<file path="src/rtl/pov_column_mapper.sv">
// Maps rotor angle plus LED-index requests to texture ROM addresses and returns
// brightness/invert-adjusted GRB pixels, with tear-free config shadowing per revolution.
module pov_column_mapper #(
  parameter int LED_COUNT    = 52,
  parameter int TEX_WIDTH    = 128,
  parameter int NUM_TEXTURES = 3,
  parameter int THETA_BITS   = 6,
  parameter int PX_BITS      = 6,
  parameter int ROM_LATENCY  = 1,
  parameter int ADDR_BITS    = $clog2(LED_COUNT * TEX_WIDTH * NUM_TEXTURES)
) (
  input  logic                         clk,
  input  logic                         reset,
  input  logic [THETA_BITS-1:0]        theta,
  input  logic                         px_req,
  input  logic [PX_BITS-1:0]           px_idx,
  output logic [ADDR_BITS-1:0]         rom_addr,
  input  logic [23:0]                  rom_data,
  input  logic [3:0]                   cfg_texture_idx,
  input  logic [$clog2(TEX_WIDTH)-1:0] cfg_col_offset,
  input  logic [7:0]                   cfg_brightness,
  input  logic                         cfg_invert,
  output logic                         px_valid,
  output logic [23:0]                  px_data,
  output logic                         frame_wrap
);

  localparam int COL_BITS  = $clog2(TEX_WIDTH);
  localparam int PROD_BITS = THETA_BITS + COL_BITS + 1;

  // Per-request attributes that travel alongside the ROM access.
  typedef struct packed {
    logic       valid;
    logic       oor;
    logic [7:0] bright;
    logic       inv;
  } meta_t;

  logic [THETA_BITS-1:0] theta_lat_q, theta_lat_d;
  logic                  first_col_q, first_col_d;
  logic [3:0]            sh_tex_q, sh_tex_d;
  logic [COL_BITS-1:0]   sh_off_q, sh_off_d;
  logic [7:0]            sh_bright_q, sh_bright_d;
  logic                  sh_inv_q, sh_inv_d;
  logic [ADDR_BITS-1:0]  rom_addr_q, rom_addr_d;
  logic                  frame_wrap_q, frame_wrap_d;
  logic                  px_valid_q, px_valid_d;
  logic [23:0]           px_data_q, px_data_d;
  meta_t                 meta_q [ROM_LATENCY+1];
  meta_t                 meta_d [ROM_LATENCY+1];

  logic                  is_col0;
  logic                  wrap;
  logic                  oor;
  logic [THETA_BITS-1:0] theta_use;
  logic [PROD_BITS-1:0]  col_prod;
  logic [COL_BITS-1:0]   col;
  logic [23:0]           px_res;

  function automatic logic [7:0] scale_byte(input logic [7:0] c, input logic [7:0] bright,
                                            input logic inv);
    logic [7:0]  s;
    logic [15:0] prod;
    s    = inv ? ~c : c;
    prod = 16'(s) * (16'(bright) + 16'd1);
    return 8'(prod >> 8);
  endfunction

  always_comb begin
    // NOTE: every combinational output gets a default first so no path can infer a latch.
    theta_lat_d  = theta_lat_q;
    first_col_d  = first_col_q;
    sh_tex_d     = sh_tex_q;
    sh_off_d     = sh_off_q;
    sh_bright_d  = sh_bright_q;
    sh_inv_d     = sh_inv_q;
    rom_addr_d   = rom_addr_q;
    px_data_d    = px_data_q;
    px_res       = '0;

    is_col0      = px_req && (px_idx == '0);
    wrap         = is_col0 && ((theta < theta_lat_q) || first_col_q);
    frame_wrap_d = wrap;

    if (is_col0) theta_lat_d = theta;

    // The wrapping request itself must already see the freshly loaded config.
    if (wrap) begin
      first_col_d = 1'b0;
      sh_tex_d    = (int'(cfg_texture_idx) >= NUM_TEXTURES) ? 4'd0 : cfg_texture_idx;
      sh_off_d    = cfg_col_offset;
      sh_bright_d = cfg_brightness;
      sh_inv_d    = cfg_invert;
    end

    theta_use = is_col0 ? theta : theta_lat_q;
    col_prod  = (PROD_BITS'(theta_use) * PROD_BITS'(TEX_WIDTH)) >> THETA_BITS;
    col       = COL_BITS'(col_prod + PROD_BITS'(sh_off_d));
    oor       = int'(px_idx) >= LED_COUNT;

    if (px_req) begin
      rom_addr_d = oor ? '0 :
                   ADDR_BITS'(32'(px_idx) * 32'(TEX_WIDTH * NUM_TEXTURES)
                              + 32'(sh_tex_d) * 32'(TEX_WIDTH) + 32'(col));
    end

    meta_d[0] = '{valid: px_req, oor: oor, bright: sh_bright_d, inv: sh_inv_d};
    for (int k = 1; k <= ROM_LATENCY; k++) meta_d[k] = meta_q[k-1];

    // Stage C: meta_q[ROM_LATENCY] lines up with the rom_data it belongs to.
    for (int ch = 0; ch < 3; ch++) begin
      px_res[ch*8 +: 8] = scale_byte(rom_data[ch*8 +: 8], meta_q[ROM_LATENCY].bright,
                                     meta_q[ROM_LATENCY].inv);
    end
    if (meta_q[ROM_LATENCY].oor) px_res = '0;

    px_valid_d = meta_q[ROM_LATENCY].valid;
    if (meta_q[ROM_LATENCY].valid) px_data_d = px_res;
  end

  // NOTE: sequential state uses non-blocking assignments so all flops update together.
  always_ff @(posedge clk) begin
    if (reset) begin
      theta_lat_q  <= '0;
      first_col_q  <= 1'b1;
      sh_tex_q     <= '0;
      sh_off_q     <= '0;
      sh_bright_q  <= 8'd255;
      sh_inv_q     <= 1'b0;
      rom_addr_q   <= '0;
      frame_wrap_q <= 1'b0;
      px_valid_q   <= 1'b0;
      px_data_q    <= '0;
      // NOTE: the pipeline is only a few flops, so it is cleared to drop in-flight requests.
      for (int k = 0; k <= ROM_LATENCY; k++) meta_q[k] <= '0;
    end else begin
      theta_lat_q  <= theta_lat_d;
      first_col_q  <= first_col_d;
      sh_tex_q     <= sh_tex_d;
      sh_off_q     <= sh_off_d;
      sh_bright_q  <= sh_bright_d;
      sh_inv_q     <= sh_inv_d;
      rom_addr_q   <= rom_addr_d;
      frame_wrap_q <= frame_wrap_d;
      px_valid_q   <= px_valid_d;
      px_data_q    <= px_data_d;
      for (int k = 0; k <= ROM_LATENCY; k++) meta_q[k] <= meta_d[k];
    end
  end

  assign rom_addr   = rom_addr_q;
  assign frame_wrap = frame_wrap_q;
  assign px_valid   = px_valid_q;
  assign px_data    = px_data_q;

endmodule

</file>
<file path="config.mk">
export PLATFORM = sky130hd
export DESIGN_NAME = pov_column_mapper
export DESIGN_NICKNAME = d
export VERILOG_FILES = /design/src/rtl/pov_column_mapper.sv
export SDC_FILE = /design/constraint.sdc
export NUM_CORES = 1
export LEC_CHECK = 0
export CAP_MARGIN = 20
export CORE_UTILIZATION = 43
export DETAILED_ROUTE_END_ITERATION = 16
export SYNTH_ARGS = -nofsm -noshare
export SYNTH_HDL_FRONTEND = slang
export SYNTH_SLANG_ARGS = --single-unit
</file>
<file path="constraint.sdc">
create_clock -name clk -period 12.6 [get_ports clk]
set_clock_uncertainty 0.1 [all_clocks]
set_input_delay 1.89 -clock clk [delete_from_list [all_inputs] [get_ports clk]]
set_output_delay 1.89 -clock clk [all_outputs]
set_load 0.01 [all_outputs]
</file>
==> metrics.cfg <==
[power_and_ir_drop]
ir_worst_vdd_mv = 0.0682
power_density_nw_per_um2 = 91.6
p_leak_nw = 5.41
power_mw = 1.06

[setup_path]
rrSetupSlack_ns = 6.74
ff2ff_path_depth = 21
cp_data_arrival_time_ns = 7.03
crit_family = adder cells
cp-start-kind = input port
critPathBufInv = 3
crit-reg2reg-capture = px_data[23]
critical_path_class = in2reg
critPathSlowestCell = xnor2_1
cp.required_ns = 12.70
critPathLaunch = rom_data[19]
timing.rr.start = meta_q[0][12]
cpMostUsedCell = fa_1
path_max_fanout = 9
end_kind = flop
crit_path_max_incr_delay_ns = 0.64
path_cells = clkdlybuf4s50_1 -> xnor2_1 -> nor2_1 -> fa_1 -> fa_1 -> fa_1 -> inv_1 -> fa_1 -> inv_1 -> ha_1 -> nand4_1 -> a2111oi_0 -> nor3_1 -> a21oi_1 -> a21oi_1 -> xnor2_1 -> o21ai_0

[synth]
yosysTopAreaCell = fa_1
yosys-top-cells-area = fa_1, dfxtp_1, ha_1, nor2_1, inv_1
synthesis.nets = 1419
syn_inst = 1115
syn_area_um2 = 9940
synth-seq-cells = 89
async_flop_share = 0
synth_cell_type_count = 57
synth_edf_count = 0
synth_top_area_share = 0.248
synth_top_flop_cell = dfxtp_1
ys_warn_count = 0
avgSynthCellArea_um2 = 8.91
ys_seq_area_frac = 0.179

[place]
io_buffers = 99
gp_congestion = 0.818
dp.cells = 1475
dp_hpwl_mm = 16.8
dpl-instance-area_um2 = 11200

[sta]
tightestPinTransition_ns = 0.956
hold_viol = 0
finalSetupTns_ns = 0
drv_slew = 0
fin_crit_sh = 0.550
relSlewSlack = 0.363
fmax_mhz = 144
finalSetupViolCount = 0
rsz0062_at_grt = no
period_needed_ns = 6.93

[final_layout]
final_area_um2 = 11500
layout_common_cells = nor2_1, inv_1, fa_1, ha_1, clkdlybuf4s50_1
diodes = 0
fin_cells = 1491
drive_gt1_frac = 0.0672
fillers = 2159
final_common_cell = nor2_1
fin_util = 0.509
finalNetCount = 1505
area_growth_pct = 15.9

[global_routing]
overflow = 0
grt_max_degree = 53
grt_antenna_before_repair = 0
grt_use_total = 0.198
first_global_vias = 7821
grt_pass1_wl_mm = 37.8

[detailed_routing]
num_vias = 7476
first_pass_iters = 5
routedWlPerCell_um = 14.4
vias_per_cell = 5.01
drtAntennaViolNets = 0
totalWireLength_mm = 21.5
drc = 0
drt_iter0_drc = 311

[floorplan]
rows = 55
die_area_um2 = 23700
die_height_um = 154
coreArea_um2 = 22600
num_io_pins = 100
start_util = 0.439
die-width_um = 154

[cts]
clk_latency_ns = 0.35
cts.reportedPaths.clkPinSlew_ns = 0.07
clock-sinks = 89
cts-root-buf = clkbuf_16
numCtsBuffers = 9
htreeDepth = 3
clockBufferDepth = 2
cts_tree = built
cts_setup_buffers = 0
cts_hold_buf = 0
post_cts_resized = 0

[min_path]
hold_path_end = meta_q[0][19]
hold_path.startpoint = meta_q[0][8]
hold_depth = 1
hold_class = reg2reg

[job]
maxCapViolCount = 0

[run_status]
status = finished, final reports clean

-- cell usage after synthesis (26+ instances only) --
| master | n |
|---|---|
| inv_1 | 151 |
| ha_1 | 122 |
| xnor2_1 | 49 |
| o21ai_0 | 26 |
| clkbuf_1 | 31 |
| dfxtp_1 | 89 |
| nor2b_1 | 53 |
| or2_2 | 33 |
| a21oi_1 | 27 |
| fa_1 | 123 |
| nor2_1 | 183 |
| nand2_1 | 48 |
-- power by group --
part | switching, mW | leakage [nW] | internal, mW | total (mW)
clock network | 0.124 | 0.123 | 0.136 | 0.260
logic | 0.282 | 4.57 | 0.214 | 0.496
registers | 0.00612 | 0.726 | 0.294 | 0.300
-- cells by family (layout without fill, tap and decap cells) --
group | after synthesis | after routing | synth area share
multiplexers | 24 | 24 | 0.0256
AO/OA/AOI/OAI | 124 | 124 | 0.0812
AND/OR/NAND/NOR | 377 | 377 | 0.180
XOR/XNOR | 69 | 69 | 0.0608
adder cells (fa/ha/maj) | 245 | 245 | 0.401
flip-flops | 89 | 89 | 0.179
buffers and inverters | 187 | 278 | 0.0715
-- worst reg2reg max path, delay by kind of cell (launching register included) --
family	cells	cell delay, ns
and+or+nand+nor	5	0.68
xor gates and xnor gates	2	0.28
adders and majority gates	6	2.75
buffers and inverters	4	0.67
DFF	1	0.31
AOI/OAI and AO/OA	4	0.92
-- cell type report --
type / count / area (um^2) / area share
Clock inverter: 6 / 50.0 / 0.00434
Timing Repair Buffer: 111 / 1080 / 0.0934
Inverter: 151 / 567 / 0.0492
Tap cell: 285 / 357 / 0.0310
Clock buffer: 10 / 229 / 0.0199
Sequential cell: 89 / 1780 / 0.155
Multi-Input combinational cell: 839 / 7460 / 0.648
-- per-stage QoR --
stage                     hold WS [ns]  setup WS, ns
after global placement           0.318          5.43
after global routing             0.356          5.31
after detailed placement         0.323          5.34
final                            0.336          5.67
after floorplan                  0.314          6.32
after CTS                        0.335          5.70
-- metal layers --
metal	up-vias	wire length, um	global-route usage
met3	15	1200	0.0420
met4	0	231	0.0448
met2	143	10000	0.336
met5	-	0	0
li1	3710	-	-
met1	3608	10100	0.259
-- worst max path at each step --
stage                     cells past startpoint  slack [ns]           to
after CTS                                    17        5.70  px_data[23]
after detailed placement                     17        5.34  px_data[23]
after global placement                       17        5.43  px_data[23]
final                                        17        5.67  px_data[23]
after global routing                         17        5.31  px_data[23]
after floorplan                              16        6.32  px_data[21]
-- state kept, by name (all words and copies together), names as in the netlist --
register and flops:
sh_off_q 7, meta_q 22, sh_bright_q 8, rom_addr 15, sh_tex_q 4, px_valid 1, frame_wrap 1, px_data 24
first_col_q 1, theta_lat_q 6
No activity file was read; power rests on OpenSTA's default activity.
